===== src/rtl/mic_array_sequencer.sv =====
// I2S mic array frame sequencer: drives shared WS, snapshots every decoder once per frame, streams L0,R0,L1,R1,...
// Optional decoder alignment checker is compiled in with `define MIC_SYNC_CHECK_EN.
module mic_array_sequencer #(
  parameter int NUM_PAIRS = 4,
  parameter int DATAWIDTH = 24,
  parameter int CHW       = $clog2(2*NUM_PAIRS)
)(
  input  logic                           clk_mic,
  input  logic                           rst,
  input  logic                           enable,
  output logic                           ws,
  input  logic [NUM_PAIRS*DATAWIDTH-1:0] l_data,
  input  logic [NUM_PAIRS*DATAWIDTH-1:0] r_data,
  input  logic [NUM_PAIRS-1:0]           recv_over,
  output logic [DATAWIDTH-1:0]           m_data,
  output logic [CHW-1:0]                 m_chan,
  output logic                           m_valid,
  input  logic                           m_ready,
  output logic                           m_last,
  output logic [15:0]                    frame_cnt,
  output logic                           overrun,
  output logic                           sync_err
);
  localparam int NCH = 2*NUM_PAIRS;
  localparam logic [CHW-1:0] LAST_CH = CHW'(NCH-1);

  typedef enum logic [1:0] {S_IDLE, S_WAIT, S_SEND} state_t;

  state_t                          state_q, state_d;
  logic [5:0]                      bit_cnt_q, bit_cnt_d;
  logic                            ws_q, ws_d;
  logic                            en_q, en_d;
  logic                            ro0_q, ro0_d;
  logic [CHW-1:0]                  idx_q, idx_d;
  logic [15:0]                     frame_cnt_q, frame_cnt_d;
  logic                            overrun_q, overrun_d;
  logic [NCH-1:0][DATAWIDTH-1:0]   buf_q, buf_d;
  logic                            snap, en_fall;

  always_comb begin
    // right half complete: recv_over[0] rises while WS selects the right channel
    snap        = enable && ws_q && recv_over[0] && !ro0_q;
    en_fall     = en_q && !enable;
    state_d     = state_q;
    idx_d       = idx_q;
    frame_cnt_d = frame_cnt_q;
    overrun_d   = overrun_q;
    buf_d       = buf_q;
    en_d        = enable;
    ro0_d       = recv_over[0];
    bit_cnt_d   = enable ? bit_cnt_q + 6'd1 : 6'd0;
    ws_d        = enable ? bit_cnt_q[5] : 1'b1;
    case (state_q)
      S_IDLE: if (enable) state_d = S_WAIT;
      S_WAIT: begin
        if (!enable) state_d = S_IDLE;
        else if (snap) begin
          for (int k = 0; k < NUM_PAIRS; k++) begin
            buf_d[2*k]   = l_data[k*DATAWIDTH +: DATAWIDTH];
            buf_d[2*k+1] = r_data[k*DATAWIDTH +: DATAWIDTH];
          end
          frame_cnt_d = frame_cnt_q + 16'd1;
          state_d     = S_SEND;
        end
      end
      S_SEND: begin
        // buffer still streaming: the new frame is dropped, not merged
        if (snap) overrun_d = 1'b1;
        if (m_ready) begin
          if (idx_q == LAST_CH) begin
            idx_d   = '0;
            state_d = enable ? S_WAIT : S_IDLE;
          end else begin
            idx_d = idx_q + CHW'(1);
          end
        end
      end
      default: state_d = S_IDLE;
    endcase
    if (en_fall) overrun_d = 1'b0;
  end

  always_ff @(posedge clk_mic) begin
    if (rst) begin
      state_q     <= S_IDLE;
      bit_cnt_q   <= '0;
      ws_q        <= 1'b1;
      en_q        <= 1'b0;
      ro0_q       <= 1'b0;
      idx_q       <= '0;
      frame_cnt_q <= '0;
      overrun_q   <= 1'b0;
    end else begin
      state_q     <= state_d;
      bit_cnt_q   <= bit_cnt_d;
      ws_q        <= ws_d;
      en_q        <= en_d;
      ro0_q       <= ro0_d;
      idx_q       <= idx_d;
      frame_cnt_q <= frame_cnt_d;
      overrun_q   <= overrun_d;
    end
  end

  always_ff @(posedge clk_mic) buf_q <= buf_d;

  assign ws        = ws_q;
  assign m_valid   = (state_q == S_SEND);
  assign m_chan    = idx_q;
  assign m_data    = m_valid ? buf_q[idx_q] : '0;
  assign m_last    = m_valid && (idx_q == LAST_CH);
  assign frame_cnt = frame_cnt_q;
  assign overrun   = overrun_q;

`ifdef MIC_SYNC_CHECK_EN
  logic [NUM_PAIRS-1:1] ro_hi_q, ro_hi_d;
  logic                 sync_err_q, sync_err_d;

  always_comb begin
    ro_hi_d    = recv_over[NUM_PAIRS-1:1];
    sync_err_d = sync_err_q;
    if (snap && !(&recv_over)) sync_err_d = 1'b1;
    // another decoder finishing on its own means it is off by at least a bit
    if (enable && !recv_over[0] && |(recv_over[NUM_PAIRS-1:1] & ~ro_hi_q)) sync_err_d = 1'b1;
    if (en_fall) sync_err_d = 1'b0;
  end

  always_ff @(posedge clk_mic) begin
    if (rst) begin
      ro_hi_q    <= '0;
      sync_err_q <= 1'b0;
    end else begin
      ro_hi_q    <= ro_hi_d;
      sync_err_q <= sync_err_d;
    end
  end

  assign sync_err = sync_err_q;
`else
  logic unused_ro;
  assign unused_ro = &{1'b0, recv_over};
  assign sync_err  = 1'b0;
`endif
endmodule


===== config.mk =====
export PLATFORM = sky130hd
export DESIGN_NAME = mic_array_sequencer
export DESIGN_NICKNAME = d
export VERILOG_FILES = /design/src/rtl/mic_array_sequencer.sv
export SDC_FILE = /design/constraint.sdc
export NUM_CORES = 1
export LEC_CHECK = 0
export ABC_AREA = 1
export BUFFER_PORTS_ARGS = -buffer_cell sky130_fd_sc_hd__buf_4
export CAP_MARGIN = 5
export CORE_AREA = 2 2 136 138
export DETAILED_ROUTE_END_ITERATION = 8
export DIE_AREA = 0 0 138 140
export MAX_ROUTING_LAYER = met4
export PLACE_DENSITY = 0.78
export SLEW_MARGIN = 10
export SYNTH_ARGS = -nofsm -noshare
export SYNTH_HDL_FRONTEND = slang
export SYNTH_SLANG_ARGS = --single-unit

===== constraint.sdc =====
create_clock -name clk_mic -period 5.9 [get_ports clk_mic]
set_clock_uncertainty 0.2 [all_clocks]
set_input_delay 0.295 -clock clk_mic [delete_from_list [all_inputs] [get_ports clk_mic]]
set_output_delay 0.295 -clock clk_mic [all_outputs]
set_load 0.01 [all_outputs]

==> run summary <==
Via-per-instance ratio -> 5.294
Synthesis Warnings -> 0
Initial DRT Pass Iterations -> 5
Endpoints failing hold -> 0
Worst setup SP type -> flip-flop
WS Path Type -> flip-flop to primary output
Most frequent cell on the critical path -> nor2_1
Io pins -> 248
Multi-input logic area -> 2287 um2
Later-pin clock latency in the skew report -> 0.52 ns
Syn-to-layout area delta -> 51.04%
Post-DP HPWL -> 14,230 um
Critical path's slowest cell -> dfxtp_4
CTS buffer count -> 24
GP Congestion -> 0.8918
Final worst path period share -> 0.5741
Post-Synthesis Cells -> 807
Fillers -> 1,024
Yosys cell types -> 28
Max Fclk -> 295.2 MHz
Seq. cell area -> 6394 um2
Via count -> 7,857
First-pass GRT wire length -> 41,580 um
Mapped cell area -> 9090 um2
R2R setup slack -> 2.99 ns
Number of global-route vias before repair -> 8,078
Die H -> 140 um
Outcome -> complete, no violations
Post-route ant nets -> 0
Post-CTS Setup Bufs -> 0
Pwr Total -> 3.469 mW
Worst VDD drop -> 0.3157 mV
Num Clock Sinks -> 223
Share of layout cells above drive strength 1 -> 0.2376
Slew @ Worst Pin -> 1.052 ns
Total Routed Length -> 26,850 um
Top post-synthesis cells by area -> edfxtp_1 63%, nor2_1 9.3%, dfxtp_1 6.8%, o21ai_0 5.3%, o21ai_1 4.7%
Residual DRC -> 0
Synth area leader -> edfxtp_1
Core box area -> 17,780 um2
Arrival time worst endpoint -> 2.89 ns
TritonCTS clock tree -> done
Cell Area, Placed -> 10,990 um2
Hold Path Class -> flip-flop to flip-flop
Syn_area_per_cell -> 11.26 um2
Crit-path cells -> buf_4 > nor2_1 > nor2_1 > o21ai_0 > o21ai_1 > o21ai_1 > nor2_1 > buf_4
Initial Util -> 0.5113
Most frequent cells in the layout -> 249 x buf_4, 224 x nor2_1, 198 x dlygate4sd3_1
Crit end category -> primary output
PwrDens -> 252.7 nW/um2
Post-layout min period -> 3.387 ns
Most common cell after layout, fill and taps aside -> buf_4
Die area -> 19,320 um2
Nets -> 1,441
Rel. slew slack -> 0.2984
Gr ovfl total -> 0
Setup_tns -> 0 ns
Num rows -> 49
CTS Root Cell -> clkbuf_16
Design area -> 13,730 um2
Max-cap violations -> 0
Worst-path clk slew -> 0.06 ns
RSZ-0062 raised after global routing -> false
H-tree Lvls -> 1
Finished Core Util -> 0.7722
Post-synthesis sequential area ratio -> 0.7025
Post-synth net total -> 1,011
Final Max Tran Viols -> 0
Global-route usage over all layers -> 0.2815
Wirelength per Cell -> 18.10 um
Seq cells post-synth -> 223
Worst stage delay on the critical path -> 0.65 ns
Initial antenna violation count -> 1
Synth top area share -> 0.6343
CTS max path bufs -> 3
Die Width -> 138 um
Critical path data required time -> 5.41 ns
Count of input and output buffers -> 243
DRT iter0 DRCs -> 571
P_leak -> 5.404 nW
Crit Path Max Fanout -> 58
Pin count of the biggest net entering global routing -> 100
Setup-failing EPs final -> 0
## worst paths after layout
kind / start / endpoint / cells after the start
setup reg to reg: m_chan[0] / state_q[1] / 7
hold / removal: en_q / overrun / 1
setup / recovery: m_chan[0] / m_data[13] / 8
hold reg to reg: en_q / overrun / 1
## metrics by stage
| step | worst slack, ns | instances | hold WS, ns |
|---|---|---|---|
| 2_1_floorplan | 1.519 | 807 | 0.1939 |
| 3_3_place_gp | 3.142 | 1242 | 0.1996 |
| 3_5_place_dp | 3.115 | 1242 | 0.2090 |
| 4_1_cts | 2.580 | 1483 | 0.2203 |
| 5_1_grt | 2.387 | 1484 | 0.2329 |
| 6_report | 2.513 | 1484 | 0.2176 |
## layout make-up
class                           instances  share of cell area
Sequential cell                       223              0.4657
Timing Repair Buffer                  447              0.2805
Multi-Input combinational cell        500              0.1666
Clock buffer                           27             0.04456
Tap cell                              229             0.02087
Inverter                               41             0.01139
Clock inverter                         16             0.01021
Antenna cell                            1           0.0001823
## kinds of logic (layout without fill, tap and decap cells)
logic type,Yosys count,in the layout,synth area share
and+or+nand+nor,297,297,0.1350
DFF,223,223,0.7025
AOI/OAI and AO/OA,196,196,0.1085
buffers and inverters,84,531,0.04611
adders and majority gates,4,4,0.005506
xor gates and xnor gates,2,2,0.001927
other,1,2,0.0004125
## synth_stat cells (all sizes together)
master  instances
buf            30
xor2            1
nor2          230
nand4           9
conb            1
nor4            1
o21ai         182
nand3          11
a211oi          2
dfxtp          31
nor3            6
clkbuf         13
nand2          40
inv            41
ha              4
edfxtp        192
xnor2           1
a21oi          12
## routing by layer
metal / track usage / wire length (um)
met2: 0.4984 / 13960
met3: 0.05538 / 2107
met5: - / 0
met1: 0.3130 / 9541
met4: 0.1165 / 1244
## power breakdown
part	total (mW)	internal, mW	switching (mW)
logic	0.272	0.180	0.0921
registers	1.75	1.74	0.00864
clock network	1.45	0.835	0.615
total	3.47	2.75	0.716
## timing repair
action / in CTS / in global routing
hold endpoints to repair: 205 / 0
setup endpoints to repair: 0 / 0
resized for setup: 0 / 0
hold buffers: 198 / 0
## sequential cells by signal, indices dropped and copies added (netlist names)
| name | cells |
|---|---|
| ws | 1 |
| frame_cnt | 16 |
| ro0_q | 1 |
| buf_q | 192 |
| overrun | 1 |
| m_chan | 3 |
| state_q | 2 |
| en_q | 1 |
| bit_cnt_q | 6 |
## worst max-delay path, delay by kind of cell, from the launching register on
family,cells,cell delay (ns)
buffers and inverters,2,0.77
and+or+nand+nor,3,0.42
DFF,1,0.65
AOI/OAI and AO/OA,3,0.47
(Power assumes the default switching activity.)
